File: src/rtl/ip_dec_rx_pkg.sv
// Shared types and constants for the tagged-byte receive path of the XTEA decrypt engine.
package ip_dec_pkg;

    localparam int BYTE_W  = 8;
    localparam int TAG_W   = 2;
    localparam int BEAT_W  = 10;
    localparam int BLOCK_W = 128;

    localparam logic [0:0] ST_SYNC    = 1'b0;
    localparam logic [0:0] ST_COLLECT = 1'b1;

    typedef enum logic [0:0] {
        SYNC    = ST_SYNC,
        COLLECT = ST_COLLECT
    } rx_state_e;

    typedef struct packed {
        logic [TAG_W-1:0]  tag;
        logic [BYTE_W-1:0] payload;
    } beat_t;

endpackage

File: src/rtl/ip_dec_rx_if.sv
// Link beat input and ciphertext block output of ip_dec_rx; slave is the receiver side.
interface ip_dec_rx_if #(
    parameter int BLOCK_BYTES = 16
);
    logic [9:0]               data_in;
    logic                     req;
    logic [8*BLOCK_BYTES-1:0] block_out;
    logic                     block_valid;
    logic                     block_ready;
    logic                     seq_err;
    logic                     overflow;
    logic                     busy;

    modport master (
        output data_in, req, block_ready,
        input  block_out, block_valid, seq_err, overflow, busy
    );

    modport slave (
        input  data_in, req, block_ready,
        output block_out, block_valid, seq_err, overflow, busy
    );
endinterface

File: src/rtl/ip_dec_rx_outbuf.sv
// Single-entry valid/ready holding register for completed blocks; drops and flags overflow when full.
module ip_dec_rx_outbuf #(
    parameter int W = 128
) (
    input  logic         clk,
    input  logic         reset,
    input  logic         load,
    input  logic [W-1:0] din,
    input  logic         ready,
    output logic [W-1:0] dout,
    output logic         valid,
    output logic         overflow
);

    always_ff @(posedge clk) begin
        if (reset) begin
            dout     <= '0;
            valid    <= 1'b0;
            overflow <= 1'b0;
        end else if (load && (!valid || ready)) begin
            // A consume and a new load in the same cycle keep valid asserted.
            dout  <= din;
            valid <= 1'b1;
        end else if (load) begin
            overflow <= 1'b1;
        end else if (valid && ready) begin
            valid <= 1'b0;
        end
    end

endmodule

File: src/rtl/ip_dec_rx.sv
// Tag-checked byte reassembly into ciphertext blocks, MSB-first.
// Optional idle-abort of partial blocks under `IP_DEC_RX_TIMEOUT_EN.
module ip_dec_rx
    import ip_dec_pkg::*;
#(
    parameter int BLOCK_BYTES    = 16,
    parameter int TIMEOUT_CYCLES = 16
) (
    input  logic        clk,
    input  logic        reset,
    ip_dec_rx_if.slave  bus
);

    localparam int W     = BYTE_W * BLOCK_BYTES;
    localparam int IDX_W = $clog2(BLOCK_BYTES);

    if (BLOCK_BYTES % 4 != 0 || BLOCK_BYTES < 4) begin : g_bad_block
        $error("BLOCK_BYTES must be a non-zero multiple of 4");
    end
    if (TIMEOUT_CYCLES < 1) begin : g_bad_timeout
        $error("TIMEOUT_CYCLES must be at least 1");
    end

    beat_t            beat;
    rx_state_e        state;
    logic [IDX_W-1:0] idx;
    logic [W-1:0]     asm_r;
    logic [W-1:0]     asm_next;
    logic             tag_ok;
    logic             last;
    logic             complete;
    logic             seq_err_r;
    logic             busy;
    logic             timeout;

    assign beat     = beat_t'(bus.data_in);
    assign tag_ok   = beat.tag == idx[1:0];
    assign last     = idx == IDX_W'(BLOCK_BYTES - 1);
    assign asm_next = {asm_r[W-BYTE_W-1:0], beat.payload};
    assign complete = bus.req && state == COLLECT && tag_ok && last;
    assign busy     = idx != '0;

`ifdef IP_DEC_RX_TIMEOUT_EN
    localparam int CNT_W = $clog2(TIMEOUT_CYCLES + 1);
    logic [CNT_W-1:0] idle_cnt;

    // Fires on the TIMEOUT_CYCLES-th consecutive idle cycle of a partial block.
    assign timeout = !bus.req && busy && idle_cnt == CNT_W'(TIMEOUT_CYCLES - 1);

    always_ff @(posedge clk) begin
        if (reset || bus.req || !busy) idle_cnt <= '0;
        else                           idle_cnt <= idle_cnt + 1'b1;
    end
`else
    assign timeout = 1'b0;
`endif

    always_ff @(posedge clk) begin
        if (reset) begin
            state     <= SYNC;
            idx       <= '0;
            asm_r     <= '0;
            seq_err_r <= 1'b0;
        end else begin
            seq_err_r <= 1'b0;
            if (bus.req) begin
                if (state == SYNC) begin
                    if (beat.tag == '0) begin
                        asm_r <= asm_next;
                        idx   <= IDX_W'(1);
                        state <= COLLECT;
                    end
                end else if (tag_ok) begin
                    asm_r <= asm_next;
                    idx   <= last ? '0 : idx + 1'b1;
                end else begin
                    // A tag-0 beat on a mismatch is a fresh block start, so no resync gap.
                    seq_err_r <= 1'b1;
                    if (beat.tag == '0) begin
                        asm_r <= asm_next;
                        idx   <= IDX_W'(1);
                    end else begin
                        idx   <= '0;
                        state <= SYNC;
                    end
                end
            end else if (timeout) begin
                idx       <= '0;
                state     <= SYNC;
                seq_err_r <= 1'b1;
            end
        end
    end

    assign bus.seq_err = seq_err_r;
    assign bus.busy    = busy;

    ip_dec_rx_outbuf #(.W(W)) u_outbuf (
        .clk      (clk),
        .reset    (reset),
        .load     (complete),
        .din      (asm_next),
        .ready    (bus.block_ready),
        .dout     (bus.block_out),
        .valid    (bus.block_valid),
        .overflow (bus.overflow)
    );

endmodule

File: src/flat_wrapper.sv
// flat-port wrapper written by rule: the top's interface ports become plain ports
module ip_dec_rx_flat import ip_dec_pkg::*;
#(
    parameter int BLOCK_BYTES    = 16,
    parameter int TIMEOUT_CYCLES = 16
)
  (clk, reset, bus_data_in, bus_req, bus_block_ready, bus_block_out, bus_block_valid, bus_seq_err, bus_overflow, bus_busy);
  ip_dec_rx_if #(.BLOCK_BYTES(BLOCK_BYTES)) bus_i ();
  input  logic clk;
  input  logic reset;
  input wire logic [$bits(bus_i.data_in)-1:0] bus_data_in;
  input wire logic [$bits(bus_i.req)-1:0] bus_req;
  input wire logic [$bits(bus_i.block_ready)-1:0] bus_block_ready;
  output wire logic [$bits(bus_i.block_out)-1:0] bus_block_out;
  output wire logic [$bits(bus_i.block_valid)-1:0] bus_block_valid;
  output wire logic [$bits(bus_i.seq_err)-1:0] bus_seq_err;
  output wire logic [$bits(bus_i.overflow)-1:0] bus_overflow;
  output wire logic [$bits(bus_i.busy)-1:0] bus_busy;
  assign bus_i.data_in = bus_data_in;
  assign bus_i.req = bus_req;
  assign bus_i.block_ready = bus_block_ready;
  assign bus_block_out = bus_i.block_out;
  assign bus_block_valid = bus_i.block_valid;
  assign bus_seq_err = bus_i.seq_err;
  assign bus_overflow = bus_i.overflow;
  assign bus_busy = bus_i.busy;
  ip_dec_rx #(.BLOCK_BYTES(BLOCK_BYTES), .TIMEOUT_CYCLES(TIMEOUT_CYCLES)) u_core (.clk(clk), .reset(reset), .bus(bus_i));
endmodule
File: config.mk
export PLATFORM = sky130hd
export DESIGN_NAME = ip_dec_rx_flat
export DESIGN_NICKNAME = d
export VERILOG_FILES = /design/src/rtl/ip_dec_rx_pkg.sv /design/src/rtl/ip_dec_rx_if.sv /design/src/rtl/ip_dec_rx_outbuf.sv /design/src/rtl/ip_dec_rx.sv /design/src/flat_wrapper.sv
export SDC_FILE = /design/constraint.sdc
export NUM_CORES = 1
export LEC_CHECK = 0
export ABC_AREA = 1
export ABC_CLOCK_PERIOD_IN_PS = 1800
export CAP_MARGIN = 20
export CORE_MARGIN = 2
export CORE_UTILIZATION = 56
export DETAILED_ROUTE_END_ITERATION = 10
export PLACE_DENSITY = 0.88
export SKIP_LAST_GASP = 1
export SYNTH_ARGS = -nofsm -noshare
export SYNTH_HDL_FRONTEND = slang
export SYNTH_SLANG_ARGS = --single-unit
File: constraint.sdc
create_clock -name clk -period 1.8 [get_ports clk]
set_input_delay 0.18 -clock clk [delete_from_list [all_inputs] [get_ports clk]]
set_output_delay 0.18 -clock clk [all_outputs]
set_load 0.03 [all_outputs]
==> run summary <==
* finished, final reports clean — outcome
* 20200 µm² — core region area
* 13300 µm² — placement-stage cell area
* 147 µm — height of the die
* 0.448 — post-synthesis sequential area ratio
* clkdlybuf4s50_1 — cells along the critical path
* primary output — Worst setup EP type
* 24.6% — relative area change from synthesis to final layout
* 0 — number of antenna violations at the first check in global routing
* 1825 — Syn Nets
* flop to primary output — class of the most critical setup path
* 256 — post-synthesis register bit count
* sky130_fd_sc_hd__clkbuf_16 — clock root cell
* 11400 µm² — post-synthesis instance area
* 1 — count of buffer and inverter cells on the critical path
* 0 — Inserted Diodes
* 0 — final count of pins violating max slew
* 0 — Hold Violations, Final
* 0 — post-detailed-route count of antenna-violating nets
* 14300 µm² — final instance area
* 6.32 µm² — per-instance average area after synthesis
* 0.733 — slew margin rel.
* 0.06 ns — clock slew at the register clock pins of the worst setup and hold paths
* 44.3 mm — first-pass GRT wire length
* 0.70 ns — largest stage delay on the critical path
* 0.00986 ns — clk_skew
* 1.59 ns — worst path arrival time
* buffers and inverters — family with the most delay on the worst path
* 70 — largest net degree at the start of global routing
* 0.567 — Starting Density
* 21600 µm² — Die Area
* sky130_fd_sc_hd__nand2_1 — most repeated cell in the gate-level netlist after synthesis
* 1.77 ns — clock period minus worst slack
* 9859 — via count of the first global-routing pass
* 0.322 ns — final worst hold slack
* 1 — # H-tree levels
* flop — startpoint type of the worst setup path
* 146 — number of top-level pins
* 0 — number of enable flip-flop cells after synthesis
* 6 — iteration count of the initial detailed-routing pass
* 0.0568 — share of cells above drive strength 1
* 27.3 mm — detailed-route wire length
* bus_data_in[1] — HP Start
* 0 — DRC viols
* 0 — hold-fix buffer count after cts
* u_core.u_outbuf.dout[47] — Critical path origin
* sky130_fd_sc_hd__dfxtp_1 — cell type with the highest aggregate area in the netlist
* 0 — total congestion overflow
* 0.400 ns — actual slew at the worst max-slew pin
* 0 — final setup vio count
* 52 — # rows
* 0 — share of flip-flops with an asynchronous set or reset
* 26 — number of buffers created by CTS
* 2 — maximum net fanout on the critical path
* 1.62 ns — worst endpoint required time
* 0 — Synth Warn #
* 256 — Clock Sinks
* 7.31 nW — Lkg Pwr
* 12.4 µm — routed length per instance
* sky130_fd_sc_hd__dfxtp_1 (45%), sky130_fd_sc_hd__nand2_1 (17%), sky130_fd_sc_hd__inv_1 (12%), sky130_fd_sc_hd__nor2_1 (12%), sky130_fd_sc_hd__nand4_1 (7.1%) — cells taking the most area after synthesis
* 4.85 — number of vias per cell
* sky130_fd_sc_hd__dfxtp_1 — primary flip-flop cell chosen by synthesis mapping
* sky130_fd_sc_hd__nand2_1 (524), sky130_fd_sc_hd__inv_1 (380), sky130_fd_sc_hd__nor2_1 (370), sky130_fd_sc_hd__dfxtp_1 (256), sky130_fd_sc_hd__nand4_1 (129) — most instantiated cells after synthesis
* 1934 — Final nets
* primary input to flop — worst min-delay path category
* 564 MHz — maximum clock rate
* built — CTS tree
* 0.000784 V — worst ir drop on vdd
* 0.239 — GRT Util Overall
* 0.833 — gpl congestion
* 16.9 mm — post-DP HPWL
* u_core.idx[0] — Crit Reg-Reg Startpoint
* true — RSZ-0062 raised after global routing
* 1809 — Post-Synthesis Cells
* 21 — synth unique cells
* 755 — initial DRC count
* 0.448 — top cell type's share of synthesized area
* 0.52 ns — clk_lat worst skew
* 0.985 — post-route fraction of the period consumed by the critical path
* 0 — max-cap check violation count
* sky130_fd_sc_hd__clkdlybuf4s50_1 — cell at the slowest stage of the critical path
* 147 µm — die span in x
* 3 — Bufs on Longest Clock Path
* 10700 — total vias in the final route
* 145 — input/output buffers
* 831 nW/µm² — total power per unit cell area
[cells by family after synthesis]
| logic type | share of synthesized area |
|---|---|
| buf+inv | 0.174 |
| simple gates | 0.370 |
| compound gates | 0.00623 |
| flops | 0.448 |
| fa+ha+maj | 0.00219 |
[placed cells by master (no fill, tap or decap)]
cell / n
sky130_fd_sc_hd__buf_16: 2
sky130_fd_sc_hd__a21oi_1: 7
sky130_fd_sc_hd__clkbuf_1: 5
sky130_fd_sc_hd__buf_2: 1
sky130_fd_sc_hd__nor3_1: 1
sky130_fd_sc_hd__nand2_8: 1
sky130_fd_sc_hd__dfxtp_1: 255
sky130_fd_sc_hd__nor2_1: 370
sky130_fd_sc_hd__dlymetal6s2s_1: 2
sky130_fd_sc_hd__o21ai_4: 1
sky130_fd_sc_hd__ha_2: 1
sky130_fd_sc_hd__nand2_1: 523
sky130_fd_sc_hd__clkbuf_8: 5
sky130_fd_sc_hd__inv_2: 14
sky130_fd_sc_hd__nor2_4: 2
sky130_fd_sc_hd__nand3_4: 1
sky130_fd_sc_hd__clkinv_2: 7
sky130_fd_sc_hd__dlygate4sd2_1: 2
sky130_fd_sc_hd__inv_1: 380
sky130_fd_sc_hd__clkdlybuf4s50_1: 140
sky130_fd_sc_hd__ha_1: 1
sky130_fd_sc_hd__nand3_1: 6
sky130_fd_sc_hd__buf_6: 2
sky130_fd_sc_hd__dfxtp_2: 1
sky130_fd_sc_hd__nand4_1: 129
sky130_fd_sc_hd__buf_4: 20
sky130_fd_sc_hd__clkbuf_16: 31
sky130_fd_sc_hd__o21ai_0: 4
sky130_fd_sc_hd__buf_12: 18
sky130_fd_sc_hd__nand2_4: 1
sky130_fd_sc_hd__inv_6: 2
[flip-flops by register name, indices dropped and copies added (netlist names)]
name and count:
u_core.state 1, u_core.u_outbuf.valid 1, u_core.u_outbuf.dout 128, u_core.idx 4, u_core.u_outbuf.overflow 1, u_core.asm_r 120, u_core.bus.seq_err 1
[routing by layer]
metal,wire length (µm),up-vias,global-route usage
met1,11500,4805,0.305
met4,686,0,0.0788
li1,-,5469,-
met3,1660,63,0.0292
met5,0,-,0
met2,13400,366,0.422
[layout make-up]
cell class                 count  area [µm²]
clock inverter                 8        43.8
sequential                   256        5130
tap                          270         338
inverter                     395        1490
fill                        1606        5910
clock buffer                  37         763
timing repair buffer         191        2140
multi-input combinational   1048        4360
[what timing repair did]
item                       CTS  global route
pin swaps                    1             2
setup buffers                0             3
setup endpoints to repair    7           130
cloned                       0             4
resized for setup            7            11
[path summary, 6_finish.rpt]
path,end,slack [ns],cells after the start
worst max-delay path,bus_block_out[47],0.03,1
worst min-delay path,u_core.asm_r[1],0.32,3
worst max register to register,u_core.u_outbuf.dout[65],0.07,8
worst min register to register,u_core.u_outbuf.overflow,0.47,2
[report_power, final]
part | total, mW | internal, mW | switching (mW) | leakage, nW
sequential | 5.87 | 5.79 | 0.0709 | 2.07
combinational | 0.837 | 0.281 | 0.556 | 4.84
clock | 5.14 | 2.94 | 2.20 | 0.406
[metrics by stage]
stage                     worst slack (ns)  utilization  std cells  TNS, ns  power, mW
after floorplan                      0.268            -       1809        0       6.55
after global placement             -0.0386        0.658       2153   -0.448       6.78
after detailed placement           -0.0808        0.658       2153    -7.02       6.81
after CTS                          0.00858        0.699       2198        0       11.9
after global routing               -0.0546        0.707       2205   -0.966       12.3
final                               0.0269        0.707       2205        0       11.8
Note: power is estimated with default switching activity, not from simulation.
==> patch (config.mk and constraints unchanged) <==
The option `IP_DEC_RX_TIMEOUT_EN` is turned on by a define.
--- a/src/rtl/ip_dec_rx.sv
+++ b/src/rtl/ip_dec_rx.sv
@@ -1,4 +1,6 @@
 // Tag-checked byte reassembly into ciphertext blocks, MSB-first.
 // Optional idle-abort of partial blocks under `IP_DEC_RX_TIMEOUT_EN.
+`define IP_DEC_RX_TIMEOUT_EN
+
 module ip_dec_rx
     import ip_dec_pkg::*;
Function: no difference found for any inputs over 4 cycles, from zero or initial values and one cycle with reset high; that may be too few to reach the edited logic, so the function may still have changed.
==> patch against the original RTL <==
Total power is 3.8% higher. Final area is 7.3% lower. Count of clock-buffer cells in the layout fell by 2. Sequential cell count rose by 5. Area after synthesis fell by 8.3%. Routed wire length is 3.0% lower. First-iteration DRC count increased by 30%. Utilization increased by 0.70 points. Combinational power fell by 24%. Setup slack got worse by 0.018 ns. Critical path type is now reg -> reg. Largest power group unchanged.
==> patch: results <==
# TYPE chip_impl_metric gauge
chip_impl_metric{name="asyncSetResetFlopFracSynth",unit=""} 0
chip_impl_metric{name="synth-seq-area-share",unit=""} 0.498
chip_impl_metric{name="cp_data_arrival_time",unit="ns"} 2.25
chip_impl_metric{name="multi_input_comb_area",unit="sq um"} 4120
chip_impl_metric{name="final_cells",unit=""} 1817
chip_impl_metric{name="nets",unit=""} 1583
chip_impl_metric{name="synth_area_per_cell",unit="sq um"} 7.21
chip_impl_metric{name="net_count_synth",unit=""} 1473
chip_impl_metric{name="grt_max_degree",unit=""} 123
chip_impl_info{name="status",value="complete, no violations"} 1
chip_impl_metric{name="ys_types",unit=""} 19
chip_impl_metric{name="max_slew.worst_pin.slew",unit="ns"} 0.428
chip_impl_metric{name="number_of_global_route_vias_before_repair",unit=""} 8663
chip_impl_metric{name="global_route_wire_length_before_repair",unit="um"} 41200
chip_impl_metric{name="via_count",unit=""} 9746
chip_impl_metric{name="grt_use_total",unit=""} 0.244
chip_impl_metric{name="static-leakage-power",unit="nW"} 5.55
chip_impl_info{name="synth.top_cells.by_area",value="dfxtp_1 (50%), nor2_1 (18%), nand4_1 (7.8%), o21ai_0 (5.8%), nand2_1 (5.5%)"} 1
chip_impl_metric{name="detailedRoute.firstIterationViolations",unit=""} 978
chip_impl_info{name="post_synth_most_frequent_cells",value="nor2_1 (503), dfxtp_1 (261), nand2_1 (153)"} 1
chip_impl_metric{name="dr.pass1.iters",unit=""} 5
chip_impl_metric{name="final_layout_size_suffix_gt1_frac",unit=""} 0.0625
chip_impl_info{name="largestRegisters",value="u_core.u_outbuf.dout: 128 flops, u_core.asm_r: 120 flops, u_core.idle_cnt: 5 flops"} 1
chip_impl_metric{name="post_dp_cell_area",unit="sq um"} 12200
chip_impl_metric{name="drt-wirelength-per-cell",unit="um"} 14.6
chip_impl_metric{name="max-vdd-ir-drop",unit="mV"} 0.774
patch: cell types whose count changed after synthesis, moves of 5 or more:
cell      delta
nand3_1      +5
nor2_1     +133
clkbuf_1     +5
buf_2       -27
buf_6       +22
inv_2       -12
inv_1      -237
nand2_1    -371
o21ai_0    +117
dfxtp_1      +5
patch: where the power goes:
part           internal (mW)  switching, mW
sequential              5.93          0.125
combinational          0.233          0.403
clock                   3.35           2.26
patch: what timing repair did:
action	in CTS	in global routing
setup buffers	0	3
endpoints found under the setup margin	19	136
pin swaps	0	3
gates resized for setup	4	16
gates cloned	0	6
patch: path summary, 6_finish.rpt:
| kind | start | slack, ns | depth (start not counted) | to |
|---|---|---|---|---|
| setup / recovery | u_core.idx[0]$_SDFFE_PP0P_ | 0.009 | 9 | u_core.u_outbuf.dout[4]$_SDFFE_PP0P_ |
| hold / removal | bus_data_in[0] | 0.31 | 3 | u_core.asm_r[0]$_SDFFE_PP0P_ |
| setup reg to reg | u_core.idx[0]$_SDFFE_PP0P_ | 0.009 | 9 | u_core.u_outbuf.dout[4]$_SDFFE_PP0P_ |
| hold reg to reg | u_core.idle_cnt[0]$_SDFF_PP0_ | 0.45 | 1 | u_core.idle_cnt[0]$_SDFF_PP0_ |
patch: cells by family after synthesis:
| logic type | Yosys count | synth area share |
|---|---|---|
| compound gates | 131 | 0.0627 |
| xor+xnor | 2 | 0.00167 |
| fa+ha+maj | 4 | 0.00477 |
| simple gates | 801 | 0.320 |
| flops | 261 | 0.498 |
| buf+inv | 256 | 0.113 |
patch: critical path: stages (launching register included):
cell	delay, ns
dfxtp_4	0.39
ha_4	0.15
nand2_2	0.08
nor2_4	0.12
nand4_1	0.18
nor2_4	0.26
buf_6	0.19
buf_6	0.19
nor2_1	0.07
nor2_1	0.10
patch: through the flow:
stage | setup slack (ns) | power (mW)
after floorplan | 0.214 | 6.57
after global placement | -0.0744 | 6.77
after detailed placement | -0.171 | 6.79
after CTS | -0.0106 | 12.3
after global routing | -0.0627 | 12.7
final | 0.00940 | 12.3
patch: routing by layer:
metal  part of all wire  wire (um)  global-route usage
met1               0.43      11500               0.340
met5                  0          0                   0
met4              0.023        610              0.0642
met3              0.073       1930              0.0302
met2               0.47      12500               0.404
patch: cell type report:
class	instances	area share
repair buffers	192	0.162
flip-flops and latches	261	0.396
multi-input cells	938	0.312
clock inverters	11	0.0133
clock buffers	35	0.0534
inverters	146	0.0422
well taps	234	0.0221
